File: src/rtl/alsu_pkg.sv
// Shared definitions for the ALSU command sequencer: command word layout,
// sequencer state encoding and ALSU opcode values.
package alsu_pkg;

   localparam int CMD_W  = 16;
   localparam int OUT_W  = 6;
   localparam int LEDS_W = 16;

   localparam int A_LSB     = 0;
   localparam int B_LSB     = 3;
   localparam int OPC_LSB   = 6;
   localparam int CIN_BIT   = 9;
   localparam int SER_BIT   = 10;
   localparam int RED_A_BIT = 11;
   localparam int RED_B_BIT = 12;
   localparam int BYP_A_BIT = 13;
   localparam int BYP_B_BIT = 14;
   localparam int DIR_BIT   = 15;

   typedef enum logic [1:0] {
      IDLE = 2'd0,
      WAIT = 2'd1,
      DONE = 2'd2
   } seq_state_t;

   typedef enum logic [2:0] {
      OP_AND    = 3'd0,
      OP_XOR    = 3'd1,
      OP_ADD    = 3'd2,
      OP_MUL    = 3'd3,
      OP_SHIFT  = 3'd4,
      OP_ROTATE = 3'd5
   } alsu_opcode_t;

   typedef struct packed {
      logic       direction;
      logic       bypass_b;
      logic       bypass_a;
      logic       red_op_b;
      logic       red_op_a;
      logic       serial_in;
      logic       cin;
      logic [2:0] opcode;
      logic [2:0] b;
      logic [2:0] a;
   } alsu_cmd_t;

   // Field extraction by named bit positions so the struct order never has
   // to track the wire format by accident.
   function automatic alsu_cmd_t decode_cmd(input logic [CMD_W-1:0] w);
      alsu_cmd_t c;
      c.a         = w[A_LSB +: 3];
      c.b         = w[B_LSB +: 3];
      c.opcode    = w[OPC_LSB +: 3];
      c.cin       = w[CIN_BIT];
      c.serial_in = w[SER_BIT];
      c.red_op_a  = w[RED_A_BIT];
      c.red_op_b  = w[RED_B_BIT];
      c.bypass_a  = w[BYP_A_BIT];
      c.bypass_b  = w[BYP_B_BIT];
      c.direction = w[DIR_BIT];
      return c;
   endfunction

endpackage

File: src/rtl/alsu_cmd_sequencer_fifo.sv
// Small synchronous FIFO with a combinational head read, used as the command
// queue in front of the ALSU sequencer.
module sync_fifo #(
   parameter int WIDTH = 16,
   parameter int DEPTH = 4
) (
   input  logic                     clk,
   input  logic                     rst,
   input  logic                     push,
   input  logic                     pop,
   input  logic [WIDTH-1:0]         din,
   output logic [WIDTH-1:0]         dout,
   output logic [$clog2(DEPTH):0]   count,
   output logic                     full,
   output logic                     empty
);

   localparam int PTR_W = $clog2(DEPTH);
   localparam int CW    = PTR_W + 1;

   logic [WIDTH-1:0] mem [DEPTH];
   logic [PTR_W-1:0] wr_ptr_reg, rd_ptr_reg;
   logic [CW-1:0]    count_reg;
   logic             do_push, do_pop;

   assign do_push = push & ~full;
   assign do_pop  = pop & ~empty;

   always_ff @(posedge clk) begin
      if (do_push) begin
         mem[wr_ptr_reg] <= din;
      end
   end

   // Power-of-two depth lets the pointers wrap by plain overflow.
   always_ff @(posedge clk or negedge rst) begin
      if (!rst) begin
         wr_ptr_reg <= '0;
         rd_ptr_reg <= '0;
         count_reg  <= '0;
      end else begin
         if (do_push) begin
            wr_ptr_reg <= wr_ptr_reg + PTR_W'(1);
         end
         if (do_pop) begin
            rd_ptr_reg <= rd_ptr_reg + PTR_W'(1);
         end
         case ({do_push, do_pop})
            2'b10:   count_reg <= count_reg + CW'(1);
            2'b01:   count_reg <= count_reg - CW'(1);
            default: count_reg <= count_reg;
         endcase
      end
   end

   assign dout  = mem[rd_ptr_reg];
   assign count = count_reg;
   assign full  = (count_reg == CW'(DEPTH));
   assign empty = (count_reg == '0);

endmodule

File: src/rtl/alsu_cmd_sequencer.sv
// Feeds queued command words to the ALSU one at a time, waits out its
// registered latency and returns one captured result per command.
module alsu_cmd_sequencer
   import alsu_pkg::*;
#(
   parameter int DEPTH    = 4,
   parameter int ALSU_LAT = 2
) (
   input  logic        clk,
   input  logic        rst,
   input  logic        in_valid,
   output logic        in_ready,
   input  logic [15:0] in_cmd,
   output logic [2:0]  alsu_A,
   output logic [2:0]  alsu_B,
   output logic [2:0]  alsu_opcode,
   output logic        alsu_cin,
   output logic        alsu_serial_in,
   output logic        alsu_red_op_A,
   output logic        alsu_red_op_B,
   output logic        alsu_bypass_A,
   output logic        alsu_bypass_B,
   output logic        alsu_direction,
   input  logic [5:0]  alsu_out,
   input  logic [15:0] alsu_leds,
   output logic        res_valid,
   input  logic        res_ready,
   output logic [5:0]  res_data,
   output logic        res_err,
   output logic        busy
);

   localparam int CNT_W = (ALSU_LAT < 1) ? 1 : $clog2(ALSU_LAT + 1);
   localparam int CW    = $clog2(DEPTH) + 1;

   seq_state_t       state_reg, state_next;
   alsu_cmd_t        drv_reg;
   logic [CNT_W-1:0] cnt_reg;
   logic             res_valid_reg;
   logic             res_err_reg;
   logic [5:0]       res_data_reg;

   logic             push, pop, capture, release_res;
   logic [CMD_W-1:0] fifo_head;
   logic [CW-1:0]    fifo_count;
   logic             fifo_full, fifo_empty;

   assign in_ready = ~fifo_full;
   assign push     = in_valid & in_ready;

   sync_fifo #(
      .WIDTH (CMD_W),
      .DEPTH (DEPTH)
   ) u_fifo (
      .clk   (clk),
      .rst   (rst),
      .push  (push),
      .pop   (pop),
      .din   (in_cmd),
      .dout  (fifo_head),
      .count (fifo_count),
      .full  (fifo_full),
      .empty (fifo_empty)
   );

   always_ff @(posedge clk or negedge rst) begin
      if (!rst) begin
         state_reg <= IDLE;
      end else begin
         state_reg <= state_next;
      end
   end

   always_comb begin
      state_next = state_reg;
      case (state_reg)
         IDLE: begin
            if (!fifo_empty) begin
               state_next = WAIT;
            end
         end
         WAIT: begin
            if (cnt_reg == '0) begin
               state_next = DONE;
            end
         end
         DONE: begin
            if (res_ready) begin
               state_next = fifo_empty ? IDLE : WAIT;
            end
         end
         default: state_next = IDLE;
      endcase
   end

   // Strobes decoded from state and handshakes; a pop out of DONE happens in
   // the same edge the held result is released.
   always_comb begin
      pop         = 1'b0;
      capture     = 1'b0;
      release_res = 1'b0;
      busy        = (state_reg != IDLE) || (fifo_count != '0);
      case (state_reg)
         IDLE: pop = ~fifo_empty;
         WAIT: capture = (cnt_reg == '0);
         DONE: begin
            release_res = res_ready;
            pop         = res_ready & ~fifo_empty;
         end
         default: ;
      endcase
   end

   always_ff @(posedge clk or negedge rst) begin
      if (!rst) begin
         drv_reg <= '0;
         cnt_reg <= '0;
      end else if (pop) begin
         drv_reg <= decode_cmd(fifo_head);
         cnt_reg <= CNT_W'(ALSU_LAT);
      end else if (state_reg == WAIT && cnt_reg != '0) begin
         cnt_reg <= cnt_reg - CNT_W'(1);
      end
   end

   // Result registers hold until the consumer takes them; the drive
   // registers above are deliberately left holding the last command.
   always_ff @(posedge clk or negedge rst) begin
      if (!rst) begin
         res_valid_reg <= 1'b0;
         res_data_reg  <= '0;
         res_err_reg   <= 1'b0;
      end else if (capture) begin
         res_valid_reg <= 1'b1;
         res_data_reg  <= alsu_out;
         res_err_reg   <= |alsu_leds;
      end else if (release_res) begin
         res_valid_reg <= 1'b0;
      end
   end

   assign alsu_A         = drv_reg.a;
   assign alsu_B         = drv_reg.b;
   assign alsu_opcode    = drv_reg.opcode;
   assign alsu_cin       = drv_reg.cin;
   assign alsu_serial_in = drv_reg.serial_in;
   assign alsu_red_op_A  = drv_reg.red_op_a;
   assign alsu_red_op_B  = drv_reg.red_op_b;
   assign alsu_bypass_A  = drv_reg.bypass_a;
   assign alsu_bypass_B  = drv_reg.bypass_b;
   assign alsu_direction = drv_reg.direction;

   assign res_valid = res_valid_reg;
   assign res_data  = res_data_reg;
   assign res_err   = res_err_reg;

endmodule

File: config.mk
export PLATFORM = sky130hd
export DESIGN_NAME = alsu_cmd_sequencer
export DESIGN_NICKNAME = d
export VERILOG_FILES = /design/src/rtl/alsu_pkg.sv /design/src/rtl/alsu_cmd_sequencer_fifo.sv /design/src/rtl/alsu_cmd_sequencer.sv
export SDC_FILE = /design/constraint.sdc
export NUM_CORES = 1
export LEC_CHECK = 0
export BUFFER_PORTS_ARGS = -buffer_cell sky130_fd_sc_hd__buf_2
export CAP_MARGIN = 20
export CORE_MARGIN = 4
export CORE_UTILIZATION = 40
export DETAILED_ROUTE_END_ITERATION = 8
export PLACE_DENSITY_LB_ADDON = 0.25
export SLEW_MARGIN = 30
export SYNTH_ARGS = -nofsm -noshare
export SYNTH_HDL_FRONTEND = slang
export SYNTH_SLANG_ARGS = --single-unit
File: constraint.sdc
create_clock -name clk -period 2.2 [get_ports clk]
set_clock_uncertainty 0.2 [all_clocks]
set_input_delay 0.33 -clock clk [delete_from_list [all_inputs] [get_ports clk]]
set_output_delay 0.33 -clock clk [all_outputs]
set_load 0.01 [all_outputs]
Yosys cells after proc, flatten, opt, wreduce, memory -nomap -nowiden
Memory sizes are Yosys's and may differ from the RTL's. A register that Yosys moved wholly into a read port is not among the register bits.
Index checks and enable logic that the tools add are counted.
{"block": "totals", "out_inout_bits": 26, "reg_bits": 19, "ram_bits": 64, "memories": 1}
{"name": "u_fifo.mem", "words": 4, "word_bits": 16, "rd": 1, "rd_clocked_by_memory_dff": 1, "wr": 1, "line": "alsu_cmd_sequencer_fifo.sv:21", "rtl": "logic [WIDTH-1:0] mem [DEPTH];"}
{"block": "op_classes", "n_bitwise": 6, "n_addsub": 5, "mux": 15, "eq_ne": 8, "reduce_logical": 14}
{"op": "$reduce_or 16->1", "n": 1}
{"op": "$mux 2", "n": 5}
{"op": "$reduce_bool 2->1", "n": 5}
{"op": "$mux 1", "n": 7}
{"op": "$ne 2x2->1 const B", "n": 3}
{"op": "$pmux 2 s3", "n": 1}
{"op": "$pmux 3 s2", "n": 1}
{"op": "$add 2x1->2 const B", "n": 2}
{"op": "$and 1x1->1", "n": 4}
{"op": "$eq 2x1->1 const B", "n": 2}
{"op": "$eq 2x2->1 const B", "n": 2}
{"op": "$logic_not 2->1", "n": 2}
{"op": "$add 3x1->3 const B", "n": 1}
{"op": "$eq 3x3->1 const B", "n": 1}
{"op": "$logic_not 3->1", "n": 1}
{"op": "$reduce_and 3->1", "n": 1}
{"op": "$reduce_bool 3->1", "n": 1}
{"op": "$sub 3x1->3 const B", "n": 1}
{"op": "$not 1->1", "n": 2}
{"op": "$pmux 1 s2", "n": 1}
{"op": "$sub 2x1->2 const B", "n": 1}
{"op": "$logic_and 1x1->1", "n": 1}
{"op": "$logic_not 1->1", "n": 1}
{"op": "$logic_or 1x1->1", "n": 1}

Depth between registers and ports, before layout
Gate-level depths: netlist of run 1.
{"block": "depth", "depth_word": 7, "depth_mapped": 8, "ltp_nobuf": 8}

Modules after synthesis
From an unflattened synthesis of run 1, not the netlist that was laid out.
{"block": "hier_totals", "cells_unflattened": 202, "hier_area_um2": 3955.0}
{"mod": "sync_fifo", "n_inst": 1, "seq_area_each_um2": 2097.0, "cells_each": 121, "area_per_inst_um2": 2775.2}
{"mod": "alsu_cmd_sequencer", "n_inst": 1, "seq_area_each_um2": 700.7, "cells_each": 81, "area_per_inst_um2": 1179.9}

Least setup slack after synthesis of run 1
No wires, ideal clock.
{"block": "synth_timing", "path_type": "reg-to-reg", "from": "reg u_fifo.count_reg[0], in the netlist u_fifo.count[0]", "to": "reg u_fifo.count_reg[2], in the netlist u_fifo.count[2]", "n_path_buf": 1, "path_stages_with_launch": 9, "setup_ns": 0.125, "synth_period_minus_slack_ns": 2.306, "t_arrival_ns": 1.980, "setup_slack_ns": -0.106, "t_required_ns": 1.875, "cell_sequence": "dfrtp_1 nor3_1 nor3_2 buf_2 ha_1 fa_1 xnor2_1 nor2_1 xor2_1"}
{"block": "synth_between", "elab_chain_cells": 7, "elab_cells_between_ends": 15, "classes_between": "add/sub (2); eq/ne (3); mux (2); bitwise (6); reduce/logical (2)"}
{"item": "from (decl)", "line": "alsu_cmd_sequencer_fifo.sv:23", "rtl": "logic [CW-1:0] count_reg;"}
{"item": "from (signal assigned)", "line": "alsu_cmd_sequencer_fifo.sv:49", "rtl": "2'b10: count_reg <= count_reg + CW'(1);"}
{"item": "from (signal assigned)", "line": "alsu_cmd_sequencer_fifo.sv:50", "rtl": "2'b01: count_reg <= count_reg - CW'(1);"}
{"item": "from (signal assigned)", "line": "alsu_cmd_sequencer_fifo.sv:51", "rtl": "default: count_reg <= count_reg;"}
{"item": "$logic_not 3->1 (*)", "line": "alsu_cmd_sequencer_fifo.sv:59", "rtl": "assign empty = (count_reg == '0);"}
{"item": "$not 1->1 (*)", "line": "alsu_cmd_sequencer_fifo.sv:27, alsu_cmd_sequencer.sv:104, alsu_cmd_sequencer.sv:108"}
{"item": "$and 1x1->1", "line": "alsu_cmd_sequencer.sv:108", "rtl": "pop = res_ready & ~fifo_empty;"}
{"item": "$pmux 1 s2", "line": "alsu_cmd_sequencer.sv:103", "rtl": "case (state_reg)"}
{"item": "$and 1x1->1 (*)", "line": "alsu_cmd_sequencer_fifo.sv:27", "rtl": "assign do_pop = pop & ~empty;"}
{"item": "net u_fifo.do_pop", "line": "alsu_cmd_sequencer_fifo.sv:24", "rtl": "logic do_push, do_pop;"}
{"item": "$eq 2x1->1 / $eq 2x2->1 (equally long branches)", "line": "alsu_cmd_sequencer_fifo.sv:48", "rtl": "case ({do_push, do_pop})"}
{"item": "$pmux 3 s2 / $reduce_bool 2->1 (equally long branches)"}
The timed path passes the listed nets; every way through them passes the cells marked *.
A chain may end at the register's enable or synchronous reset.

Worst setup path after layout of run 1
{"block": "layout_timing", "from": "reg u_fifo.count_reg[0], in the netlist u_fifo.count[0]", "to": "reg u_fifo.count_reg[1], in the netlist u_fifo.count[1]"}
{"block": "layout_between", "elab_chain_cells": 7, "elab_cells_between_ends": 15, "classes_between": "add/sub (2); eq/ne (3); mux (2); bitwise (6); reduce/logical (2)"}
{"item": "$logic_not 3->1", "line": "alsu_cmd_sequencer_fifo.sv:59"}
{"item": "$not 1->1", "line": "alsu_cmd_sequencer_fifo.sv:27, alsu_cmd_sequencer.sv:104, alsu_cmd_sequencer.sv:108"}
{"item": "$and 1x1->1", "line": "alsu_cmd_sequencer.sv:108"}
{"item": "$pmux 1 s2", "line": "alsu_cmd_sequencer.sv:103"}
{"item": "$and 1x1->1", "line": "alsu_cmd_sequencer_fifo.sv:27"}
{"item": "$eq 2x1->1 / $eq 2x2->1 (equally long branches)", "line": "alsu_cmd_sequencer_fifo.sv:48"}
{"item": "$pmux 3 s2 / $reduce_bool 2->1 (equally long branches)"}
Parallel ways exist; a longest one is shown, timed or not.

==> results by group, run 1 <==
Clock network
  – Worst skew pair latency: 0.34 ns
  – CTS buffer count: 9
  – Clock sink count: 99
  – Clk slew on worst S/H paths: about 0.090 ns
  – CTS H-tree depth: 3
  – Clock root cell: clkbuf_8
  – Clock Tree Buf Depth: 2
  – TritonCTS clock tree: yes

STA
  – Endpoints failing setup: 0
  – Setup TNS: 0 ns
  – Least-Margin Pin Slew: 0.696 ns
  – Post-route clock period utilization: 0.979
  – Final hold vios: 0
  – Period minus WS final: 2.15 ns
  – Slew Limit Fails: 0
  – Max_slew headroom: 0.536
  – Maximum clock frequency: 0.464 GHz

Floorplanning
  – Die height: about 110 um
  – Die area: 0.0114 mm^2
  – Die W: about 110 um
  – Core area: around 0.0094 mm^2
  – FP Rows: 35
  – Num ports: 68
  – Starting Density: 0.417

Global route
  – Antenna violations before repair: 0
  – Total GRT Usage: 0.129
  – GRT Residual Overflow: 0
  – Vias in the first global route: 2,199
  – First-pass GRT wire length: 11,300 um
  – Largest net degree at the start of global routing: 31

Pwr
  – Max VDD drop: ~0.55 mV
  – Static Leakage: 0.00195 uW
  – Pwr per Cell Area: 1310 mW/mm^2

Setup path
  – Worst r2r src: u_fifo.count[0]
  – CP Max Fanout: 3
  – Crit-path cells: or3b_4, and2_4, inv_4, ha_4, fa_1, mux2_4
  – Crit. End Element: register
  – Reg2reg setup slack: roughly 0.046 ns
  – Slowest cell on the critical path: dfrtp_1
  – CP required: about 2.2 ns
  – Worst Setup SP: u_fifo.count[0]
  – Reg2Reg Capture Point: u_fifo.count[1]
  – CP Capture Point: u_fifo.count[1]
  – Type of the worst setup path: register to register
  – Worst endpoint data arrival time: about 2.2 ns
  – Startpoint Class: register
  – Max incr delay on CP: 0.43 ns
  – Worst reg2reg path depth: 6

Yosys
  – Cell variety after synth: 30
  – Post-Syn Area: 0.00391 mm^2
  – Syn_nets: 245
  – Sequential fraction of the synthesis area: 0.716
  – Yosys reg bits: a little under 100
  – Mean post-synth cell area: 19.9 um^2
  – Synth warn: 0
  – Syn Inst Count: 196

Placement
  – Buffers on Ports: between 60 and 70
  – Post-DP HPWL: 4570 um
  – Final Wtd Congestion: 0.744
  – Placed Cells: roughly 400

Cells and area
  – Synthesis-to-finish area growth: 24.9%
  – Most frequent cells in the layout: 67 x buf_2, 64 x edfxtp_1, 35 x dfrtp_1
  – Post-Layout Cell Count: 435
  – Post-layout util: 0.521
  – Layout cells sized above 1: 0.451
  – Antenna diode count: 0
  – Max reg flops: 64
  – Final nets: 350
  – Leading cell type in the layout, fill and taps excluded: buf_2

Detailed routing
  – DRC violations left: 0
  – DRT Pass-1 Iters: 4
  – Wire per inst: 15.8 um
  – Via-to-Cell Ratio: 4.77
  – Detailed Route WL: 6880 um
  – Initial DRC count: 54
  – Via count: 2,073
  – Post-route ant nets: 0

Hold path
  – Worst hold path type: input pin to register

Status
  – Outcome: complete, no violations

Run
  – Number of max-cap violations: 0
==> worst min path at each step <==
| stage | from | endpoint | slack (ns) | depth (start not counted) |
|---|---|---|---|---|
| CTS | in_cmd[3] | u_fifo.mem[2][3] | 0.002 | 1 |
| floorplan | rst | alsu_A[0] | -0.17 | 0 |
| detailed placement | rst | u_fifo.count[0] | 0.23 | 1 |
| global placement | rst | u_fifo.count[0] | 0.23 | 1 |
| global route | in_cmd[8] | u_fifo.mem[2][8] | 0.009 | 1 |
| finish | alsu_out[0] | res_data[0] | 0.02 | 2 |
==> routing by layer <==
layer	share of wire	GRT usage	wire length, um	up-vias
li1	-	-	-	972
met1	0.43	0.160	2950	1035
met2	0.50	0.223	3470	59
met3	0.055	0.0271	376	7
met4	0.011	0.0438	78	0
met5	0	0	0	-
==> Yosys cell counts, drive strengths merged <==
master / number / area share
a211o: 1 / 0.0022
a21oi: 1 / 0.0013
and2: 1 / 0.0022
and3: 4 / 0.0064
buf: 5 / 0.012
clkbuf: 1 / 0.00096
dfrtp: 35 / 0.22
edfxtp: 64 / 0.49
fa: 1 / 0.0051
ha: 6 / 0.019
inv: 6 / 0.0058
mux2: 25 / 0.080
mux4: 16 / 0.10
nand2: 3 / 0.0029
nand2b: 1 / 0.0016
nand4: 1 / 0.0016
nor2: 6 / 0.0058
nor2b: 2 / 0.0032
nor3: 2 / 0.0038
nor4: 4 / 0.0064
nor4b: 1 / 0.0022
o21ai: 1 / 0.0013
or3b: 2 / 0.0045
xnor2: 4 / 0.0090
xor2: 3 / 0.0067
==> timing repair <==
item                                   CTS  global route
gates resized for setup                  0             2
endpoints found under the hold margin   70             5
setup endpoints to repair                0             2
hold buffers                            13             3
buffers inserted                         0             5
==> per-stage QoR <==
stage / setup WS, ns / cell area, um^2 / total power [uW] / hold slack, ns
finish: 0.0462 / 4880 / 6410 / 0.0185
global route: -0.00203 / 4880 / 6840 / 0.00869
CTS: 0.0378 / 4800 / 6450 / 0.00165
detailed placement: 0.0529 / 4470 / 5280 / 0.227
global placement: 0.0764 / 4470 / 5220 / 0.228
floorplan: 0.0265 / 3930 / 4540 / -0.166
==> logic make-up (layout without fill, tap and decap cells) <==
| group | count (synthesis) | count (layout) | share of synthesized area |
|---|---|---|---|
| flops | 99 | 99 | 0.716 |
| mux | 41 | 41 | 0.180 |
| simple gates | 27 | 27 | 0.0407 |
| buf+inv | 12 | 122 | 0.0186 |
| fa+ha+maj | 7 | 7 | 0.0243 |
| xor+xnor | 7 | 7 | 0.0157 |
| compound gates | 3 | 3 | 0.00480 |
==> area by class of cell <==
type | instances | area [um^2]
sequential | 99 | 2800
timing repair buffer | 100 | 623
multi-input combinational | 85 | 1070
clock buffer | 10 | 128
clock inverter | 6 | 71.3
fill | 806 | 4490
tap | 129 | 161
inverter | 6 | 25.0
==> report_power, final <==
part,switching (uW),internal (uW),total (uW)
Sequential,253,2590,2840
Combinational,1080,1340,2420
Clock,609,536,1150
Total,1940,4460,6410
==> critical path: cells and delay by family (launching register included) <==
kind          cells  cell delay, ns
buf+inv           1            0.05
mux               1            0.27
fa+ha+maj         2            0.52
simple gates      2            0.59
flops             1            0.43
Note: power is estimated with default switching activity, not from simulation.
==> run 2, diff against run 1 <==
==> constraint.sdc (replaced) <==
create_clock -name clk -period 2.1 [get_ports clk]
set_clock_uncertainty 0.2 [all_clocks]
set_input_delay 0.315 -clock clk [delete_from_list [all_inputs] [get_ports clk]]
set_output_delay 0.315 -clock clk [all_outputs]
set_load 0.01 [all_outputs]
==> run 2 against run 1 <==
Compared with the run above: the flow now finishes with violations (setup timing); sequential power increased by 4%; non-clock buffer count is 7 higher; die area did not move; worst setup slack worse by 0.053 ns; wire length is 0.55% higher; cell count increased by 1.6%; design area increased by 1.2%; largest cell class unchanged.
==> results by group, run 2 (synthesized netlist as in run 1, its figures left out) <==
Global route
  – Antenna violations before repair: 0 (unchanged)
  – Largest net degree at the start of global routing: 36 (+16%)
  – Vias in the first global route: 2,178 (-0.95%)
  – GRT Residual Overflow: 0 (unchanged)
  – Total GRT Usage: 0.128 (-0.000518)
  – First-pass GRT wire length: 11,000 um (-2.7%)

Clock network
  – Setup bufs post-CTS: 0 (unchanged)
  – TritonCTS clock tree: yes
  – CTS H-tree depth: 3 (unchanged)
  – CTS buffer count: 9 (unchanged)
  – Clock Tree Buf Depth: 2 (unchanged)
  – Clock sink count: 99 (unchanged)
  – Clk slew on worst S/H paths: 0.09 ns (about the same)
  – Worst skew pair latency: 0.35 ns (about the same)
  – Clock root cell: clkbuf_8

Placement
  – Buffers on Ports: 67 (unchanged)
  – Post-DP HPWL: 4500 um (-1.5%)
  – Place WS: -0.00840 ns (-0.0613 ns)
  – Final Wtd Congestion: 0.750 (+0.90%)

Cells and area
  – Antenna diode count: 0 (unchanged)
  – Final nets: 357 (+2.0%)
  – Leading cell type in the layout, fill and taps excluded: buf_2
  – Synthesis-to-finish area growth: 26.4%
  – Fillers: 781 (-3.1%)
  – Max reg flops: 64 (unchanged)
  – Most frequent cells in the layout: 67 x buf_2, 64 x edfxtp_1, 35 x dfrtp_1
  – Layout cells sized above 1: 0.438 (-0.0133)

Pwr
  – Pwr per Cell Area: 1360 mW/mm^2 (+3.3%)
  – Max VDD drop: 0.528 mV (-3.7%)
  – Static Leakage: 0.00197 uW (+1.4%)

Detailed routing
  – DRC violations left: 0 (unchanged)
  – Via-to-Cell Ratio: 4.67 (-2.1%)
  – Via count: 2,062 (-0.53%)
  – Detailed Route WL: 6920 um (+0.55%)
  – Post-route ant nets: 0 (unchanged)
  – DRT Pass-1 Iters: 4 (unchanged)
  – Initial DRC count: 67 (+24%)
  – Wire per inst: 15.7 um (-1.0%)

Setup path
  – CP required: 2.14 ns (-0.10 ns)
  – Reg2reg setup slack: -0.006 ns (-0.05 ns)
  – CP Max Fanout: 2 (-1)
  – Delay-heaviest family, CP: simple AND/OR/NAND/NOR gates
  – Worst r2r src: u_fifo.count[1]
  – Crit. End Element: register
  – Levels on crit path: 6 (unchanged)
  – Slowest cell on the critical path: dfrtp_1
  – CP Capture Point: u_fifo.count[1]
  – Max incr delay on CP: 0.40 ns (-0.03 ns)
  – Worst Setup SP: u_fifo.count[1]
  – CP bufs+invs: 1 (unchanged)
  – Startpoint Class: register
  – Type of the worst setup path: register to register
  – Worst endpoint data arrival time: 2.14 ns (-0.05 ns)
  – Reg2Reg Capture Point: u_fifo.count[1]
  – Crit-path cells: or3b_4, and2_4, inv_2, ha_4, fa_1, mux2_4
  – Worst reg2reg path depth: 6 (unchanged)

Status
  – Outcome: complete, but fails checks
  – Violated checks: setup timing

STA
  – Post-route clock period utilization: 1.00 (+0.0241)
  – RSZ-0062 raised after global routing: true
  – Slew Limit Fails: 0 (unchanged)
  – Final hold vios: 0 (unchanged)
  – Least-Margin Pin Slew: 0.804 ns (+0.108 ns)
  – Post-route setup slack: -0.00645 ns (-0.0526 ns)
  – Max_slew headroom: 0.464 (-0.0717)
  – Period minus WS final: 2.11 ns (-0.0474 ns)
  – Endpoints failing setup: 1 (+1)
  – Maximum clock frequency: 0.475 GHz (+2.2%)
  – Setup TNS: -0.00645 ns (-0.00645 ns)

Run
  – Number of max-cap violations: 0 (unchanged)

Hold path
  – Worst hold path type: input pin to register

Floorplanning
  – Starting Density: 0.417 (unchanged)
  – Core area: 0.00937 mm^2 (unchanged)
  – Die area: 0.0114 mm^2 (unchanged)
  – Die height: 107 um (unchanged)
  – FP Rows: 35 (unchanged)
  – Num ports: 68 (unchanged)
  – Die W: 107 um (unchanged)
-- run 2: changes by cell type in the layout (fill, tap and decap cells not counted), sizes merged --
cell / delta
clkbuf: +1
dlygate4sd3: +7
clkinv: +1
inv: -2
-- run 2: metrics by stage --
stage | hold slack [ns] | power (uW) | instances | util | area (um^2)
CTS | 0.0759 | 6830 | 442 | 0.527 | 4940
finish | 0.0912 | 6700 | 442 | 0.527 | 4940
floorplan | -0.181 | 4760 | 196 | - | 3930
global route | 0.0861 | 7130 | 442 | 0.527 | 4940
global placement | 0.271 | 5520 | 403 | 0.481 | 4510
detailed placement | 0.273 | 5580 | 403 | 0.481 | 4510
-- run 2: worst min-delay path by stage --
stage                  startpoint                   end  cells past startpoint
CTS                     res_ready             res_valid                      4
global route        alsu_leds[14]               res_err                      4
floorplan                     rst             alsu_A[0]                      0
detailed placement            rst       u_fifo.count[1]                      1
finish                  res_ready             res_valid                      4
global placement              rst  u_fifo.wr_ptr_reg[0]                      1
-- run 2: routing by layer --
metal / global-route usage / vias up / wire (um)
met5: 0 / - / 0
met4: 0.0521 / 0 / 99
met3: 0.0313 / 6 / 330
met2: 0.214 / 58 / 3490
met1: 0.160 / 1011 / 3000
li1: - / 987 / -
-- run 2: area by class of cell --
cell class | count | area [um^2] | share of cell area
clock buffer | 11 | 141 | 0.0286
clock inverter | 5 | 53.8 | 0.0109
inverter | 6 | 22.5 | 0.00456
multi-input combinational | 85 | 1070 | 0.216
sequential | 99 | 2800 | 0.567
tap | 129 | 161 | 0.0327
timing repair buffer | 107 | 693 | 0.140
-- run 2: worst min-delay path, cell delays in order --
cell	delay, ns
buf_2	0.10
nand2_1	0.05
a21oi_1	0.06
nor2_1	0.07
-- run 2: timing repair --
action | 4_1_cts | 5_1_grt
gates resized for setup | 0 | 0
cloned | 0 | 0
hold endpoints to repair | 105 | 0
hold buffers | 23 | 0
endpoints found under the setup margin | 2 | 2
pin swaps | 1 | 0
-- run 2: report_power, final --
group / leakage [uW] / internal, uW / switching (uW)
logic: 0.000886 / 1420 / 1150
clock network: 0.0000930 / 578 / 613
registers: 0.000994 / 2710 / 230
total: 0.00197 / 4700 / 1990
